## config.mk

```make
export PLATFORM = sky130hd
export DESIGN_NAME = fetch_unit
export DESIGN_NICKNAME = d
export VERILOG_FILES = /design/src/rtl/cpu_types_pkg.sv /design/src/rtl/fetch_pc_reg.sv /design/src/rtl/fetch_unit.sv
export SDC_FILE = /design/constraint.sdc
export NUM_CORES = 1
export LEC_CHECK = 0
export BUFFER_PORTS_ARGS = -buffer_cell sky130_fd_sc_hd__buf_2
export CAP_MARGIN = 20
export CORE_MARGIN = 2
export CORE_UTILIZATION = 45
export DETAILED_ROUTE_END_ITERATION = 6
export GPL_TIMING_DRIVEN = 0
export PLACE_DENSITY = 0.78
export SLEW_MARGIN = 10
export SYNTH_ARGS = -nofsm -noshare
export SYNTH_HDL_FRONTEND = slang
export SYNTH_SLANG_ARGS = --single-unit
```

## constraint.sdc

```tcl
create_clock -name CLK -period 3.1 [get_ports CLK]
set_input_delay 0.62 -clock CLK [delete_from_list [all_inputs] [get_ports CLK]]
set_output_delay 0.62 -clock CLK [all_outputs]
set_load 0.01 [all_outputs]
```

## src/rtl/cpu_types_pkg.sv

```systemverilog
// Shared CPU types for the fetch stage: instruction word, opcodes, fetch FSM states.
package cpu_types_pkg;

    typedef logic [31:0] word_t;

    typedef enum logic [5:0] {
        RTYPE = 6'b000000,
        J     = 6'b000010,
        JAL   = 6'b000011,
        BEQ   = 6'b000100,
        BNE   = 6'b000101,
        ADDIU = 6'b001001,
        LW    = 6'b100011,
        SW    = 6'b101011,
        HALT  = 6'b111111
    } opcode_t;

    typedef enum logic [1:0] {
        IDLE,
        REQ,
        HOLD,
        HALTED
    } fetch_state_t;

    localparam word_t WORD_INC   = 32'd4;
    localparam word_t ALIGN_MASK = 32'hFFFF_FFFC;

    function automatic logic is_halt(input logic [5:0] op);
        return op == HALT;
    endfunction

endpackage

```

## src/rtl/fetch_pc_reg.sv

```systemverilog
// Program counter register: reset value, word-aligned redirect load, and +4 increment.
module fetch_pc_reg
    import cpu_types_pkg::*;
#(
    parameter word_t PC_INIT = 32'h0000_0000
) (
    input  logic  clk,
    input  logic  rst,
    input  logic  load_en,
    input  word_t load_pc,
    input  logic  inc_en,
    output word_t pc
);

    // A load (redirect) wins over an increment taken in the same cycle.
    always_ff @(posedge clk or posedge rst) begin
        if (rst) begin
            pc <= PC_INIT;
        end else if (load_en) begin
            pc <= load_pc & ALIGN_MASK;
        end else if (inc_en) begin
            pc <= pc + WORD_INC;
        end
    end

endmodule

```

## src/rtl/fetch_unit.sv

```systemverilog
// Instruction fetch stage with one-entry output register toward decode.
// Optional performance counters are enabled by defining FETCH_PERF_CNT_EN.
module fetch_unit
    import cpu_types_pkg::*;
#(
    parameter word_t PC_INIT = 32'h0000_0000
) (
    input  logic        CLK,
    input  logic        RST,
    input  logic        ihit,
    input  word_t       imemload,
    output logic        imemREN,
    output word_t       imemaddr,
    input  logic        instr_ready,
    output word_t       instr,
    output logic        instr_valid,
    output word_t       npc,
    input  logic        redirect_en,
    input  word_t       redirect_pc,
    output logic        halted
`ifdef FETCH_PERF_CNT_EN
    ,
    output logic [31:0] fetch_count,
    output logic [31:0] wait_count
`endif
);

    fetch_state_t state;
    fetch_state_t next_state;
    word_t        pc;
    logic         slot_free;
    logic         capture;

    assign slot_free = !instr_valid || instr_ready;

    fetch_pc_reg #(
        .PC_INIT (PC_INIT)
    ) u_pc_reg (
        .clk     (CLK),
        .rst     (RST),
        .load_en (redirect_en),
        .load_pc (redirect_pc),
        .inc_en  (capture),
        .pc      (pc)
    );

    assign imemaddr = pc;

    always_ff @(posedge CLK or posedge RST) begin
        if (RST) begin
            state <= IDLE;
        end else begin
            state <= next_state;
        end
    end

    // Redirect overrides every state, including HALTED.
    always_comb begin
        next_state = state;
        if (redirect_en) begin
            next_state = REQ;
        end else begin
            case (state)
                IDLE:   next_state = REQ;
                REQ: begin
                    if (capture) begin
                        next_state = is_halt(imemload[31:26]) ? HALTED : REQ;
                    end else if (instr_valid && !instr_ready) begin
                        next_state = HOLD;
                    end
                end
                HOLD:   next_state = instr_ready ? REQ : HOLD;
                HALTED: next_state = HALTED;
                default: next_state = IDLE;
            endcase
        end
    end

    always_comb begin
        imemREN = 1'b0;
        halted  = 1'b0;
        capture = 1'b0;
        case (state)
            REQ: begin
                imemREN = slot_free;
                capture = ihit && slot_free && !redirect_en;
            end
            HALTED: halted = 1'b1;
            default: ;
        endcase
    end

    always_ff @(posedge CLK or posedge RST) begin
        if (RST) begin
            instr       <= '0;
            npc         <= '0;
            instr_valid <= 1'b0;
        end else if (redirect_en) begin
            instr_valid <= 1'b0;
        end else if (capture) begin
            instr       <= imemload;
            npc         <= pc + WORD_INC;
            instr_valid <= 1'b1;
        end else if (instr_ready) begin
            instr_valid <= 1'b0;
        end
    end

`ifdef FETCH_PERF_CNT_EN
    // Both counters stick at all-ones instead of wrapping.
    always_ff @(posedge CLK or posedge RST) begin
        if (RST) begin
            fetch_count <= '0;
            wait_count  <= '0;
        end else begin
            if (capture && fetch_count != 32'hFFFF_FFFF) begin
                fetch_count <= fetch_count + 32'd1;
            end
            if (imemREN && !ihit && wait_count != 32'hFFFF_FFFF) begin
                wait_count <= wait_count + 32'd1;
            end
        end
    end
`endif

endmodule

```

==> metrics.txt <==
status finished clean; drt first pass iters 4; Leak 0.00263 uW; worst slew pin tran 791 ps; Power Density 577 nW/um^2; CTS Sinks 95; Starting DRT DRC Count 185; Main synth FF type dfrtp_1; cells along the critical path nand3_1, nor4_1, nand4_1, xor2_1, a21oi_1; max frequency 446 MHz; vias in the first global route 4030; library cells used by synthesis 35; fin crit share 0.724; number of enable flip-flop cells after synthesis 0; RSZ-0062 raised after global routing no; worst rel slew slack 0.468; CTS tree built; Final Max Tran Viols 0; final RePlAce weighted congestion ~0.8; fillcell total 886; CTS buffer count 9; Design Power between 3000 and 4000 uW; routed len/inst 15.7 um; clk root buf clkbuf_8; Startpoint Class flip-flop; first-pass GRT wire length 19700 um; Syn Area/Cell 10.3 um^2; Async SR Flop Fraction 1.00; CTS clock-pin slew for the worst setup and hold paths 100 ps; Setup WS post-layout around 860 ps; crit-path max FO 8; grt total ovfl 0; antenna cell count 0; worst min-delay path class in2async; Rows 36; clk_skew between 10 and 15 ps; dpl hpwl 8850 um; synthesized area 4570 um^2; Max stage delay cell, worst path nor4_1; core area 9820 um^2; dpl ws between 600 and 700 ps; Final min period 2240 ps; Seq/Total Area, Yosys 0.520; VDD IR-drop max 0.311 mV; post-CTS setup buffer count 0; chip height 105 um; average via count per standard cell between 5 and 6; DR DRC count 0; # hold bufs at CTS 0; clk_lat worst skew around 370 ps; number of synthesis warnings 0; Worst Path Class, Setup reg2reg; # IOs between 150 and 200; H-Tree Depth 3; Synth-to-Final Area Change 26.8%; Req. time, crit path 3390 ps; synthesized instance count 443; final setup fails 0; fin nets 688; post-CTS resize count 0; Arr. time, crit path 2540 ps; die area 11000 um^2; Hold Fails Final Rpt 0; FF+latch count, synth 95; GRT Total Usage 0.224; layout cells sized above 1 0.388; Initial Util 0.466; # port buffers 160; Die W 105 um; largest net degree at the start of global routing 65; Max-cap violations 0; slowest stage delay, CP between 600 and 700 ps; clock buffer depth 2; final wirelength 11900 um; CP Capture Type flip-flop; total number of vias around 3800; initial antenna violation count 1; ANT nets after route 0
cells by family after synthesis:
logic type	share of synthesized area
buffers and inverters	0.0367
multiplexers	0.0834
flip-flops	0.520
other	0.000820
XOR/XNOR	0.109
AND/OR/NAND/NOR	0.173
AO/OA/AOI/OAI	0.0741
adder cells (fa/ha/maj)	0.00274
layout by cell type (no fill, tap or decap), types with 3 or more instances in the layout:
cell,instances
a21oi_1,27
a21oi_2,5
and2_1,8
and3_1,7
buf_2,174
buf_4,4
clkbuf_1,11
clkbuf_8,12
conb_1,4
dfrtp_1,95
mux2_2,33
nand2_1,49
nand3_1,19
nand4_1,21
nor2_1,36
nor4_1,3
o21ai_0,31
xnor2_1,14
xor2_1,43
power by group:
group | internal [uW] | switching, uW
clock | 441 | 442
sequential | 1460 | 158
combinational | 388 | 451
total | 2290 | 1050
cells in the mapped netlist (4+ instances only):
cell type,n,share of area
and2_1,8,0.011
xor2_1,43,0.082
o21ai_0,31,0.034
nand2_1,49,0.040
a21oi_1,27,0.030
nand4_1,21,0.029
xnor2_1,14,0.027
buf_4,4,0.0066
mux2_2,33,0.081
dfrtp_1,95,0.52
nor2_1,36,0.030
clkbuf_1,11,0.0090
nand3_1,19,0.021
and3_1,7,0.0096
buf_2,14,0.015
a21oi_2,5,0.0096
path summary, 6_finish.rpt:
kind / start / endpoint / slack, ps / depth (start not counted)
worst max-delay path: u_pc_reg.pc[2] / npc[29] / 860 / 5
worst min-delay path: RST / instr[21] / 240 / 2
min in group CLK: redirect_pc[3] / u_pc_reg.pc[3] / 450 / 3
worst max register to register: u_pc_reg.pc[2] / npc[29] / 860 / 5
max in group asynchronous: RST / u_pc_reg.pc[28] / 2200 / 3
worst min register to register: instr[16] / instr[16] / 510 / 1
state kept, by name (all words and copies together), names as in the netlist:
name and flops:
instr_valid 1, instr 32, state 2, u_pc_reg.pc 30, npc 30
routing by layer:
layer / global-route usage / up-vias / share of wire
li1: - / 1849 / -
met1: 0.285 / 1836 / 0.42
met2: 0.366 / 152 / 0.48
met3: 0.0599 / 12 / 0.086
met4: 0.0810 / 0 / 0.014
met5: 0 / - / 0
stage by stage:
step	instance area, um^2	util	setup TNS [ps]	std cells	hold slack (ps)
global placement	5550	0.565	-97780	739	484
floorplan	4580	-	0	446	531
CTS	5800	0.590	0	756	249
detailed placement	5580	0.568	0	740	490
global route	5800	0.590	0	756	261
finish	5800	0.590	0	756	240
layout make-up:
cell class,count,area [um^2],area share
timing repair buffer,161,828,0.143
tap,133,166,0.0287
buffer,31,156,0.0270
clock inverter,4,51.3,0.00885
clock buffer,12,165,0.0285
sequential,95,2380,0.410
inverter,3,13.8,0.00237
multi-input combinational,317,2040,0.352
critical path: cells and delay by family (launching register included):
| kind | cells | cell delay [ps] |
|---|---|---|
| AO/OA/AOI/OAI | 1 | 160 |
| AND/OR/NAND/NOR | 3 | 1290 |
| flip-flops | 1 | 510 |
| XOR/XNOR | 1 | 200 |
No activity file was read; power rests on OpenSTA's default activity.
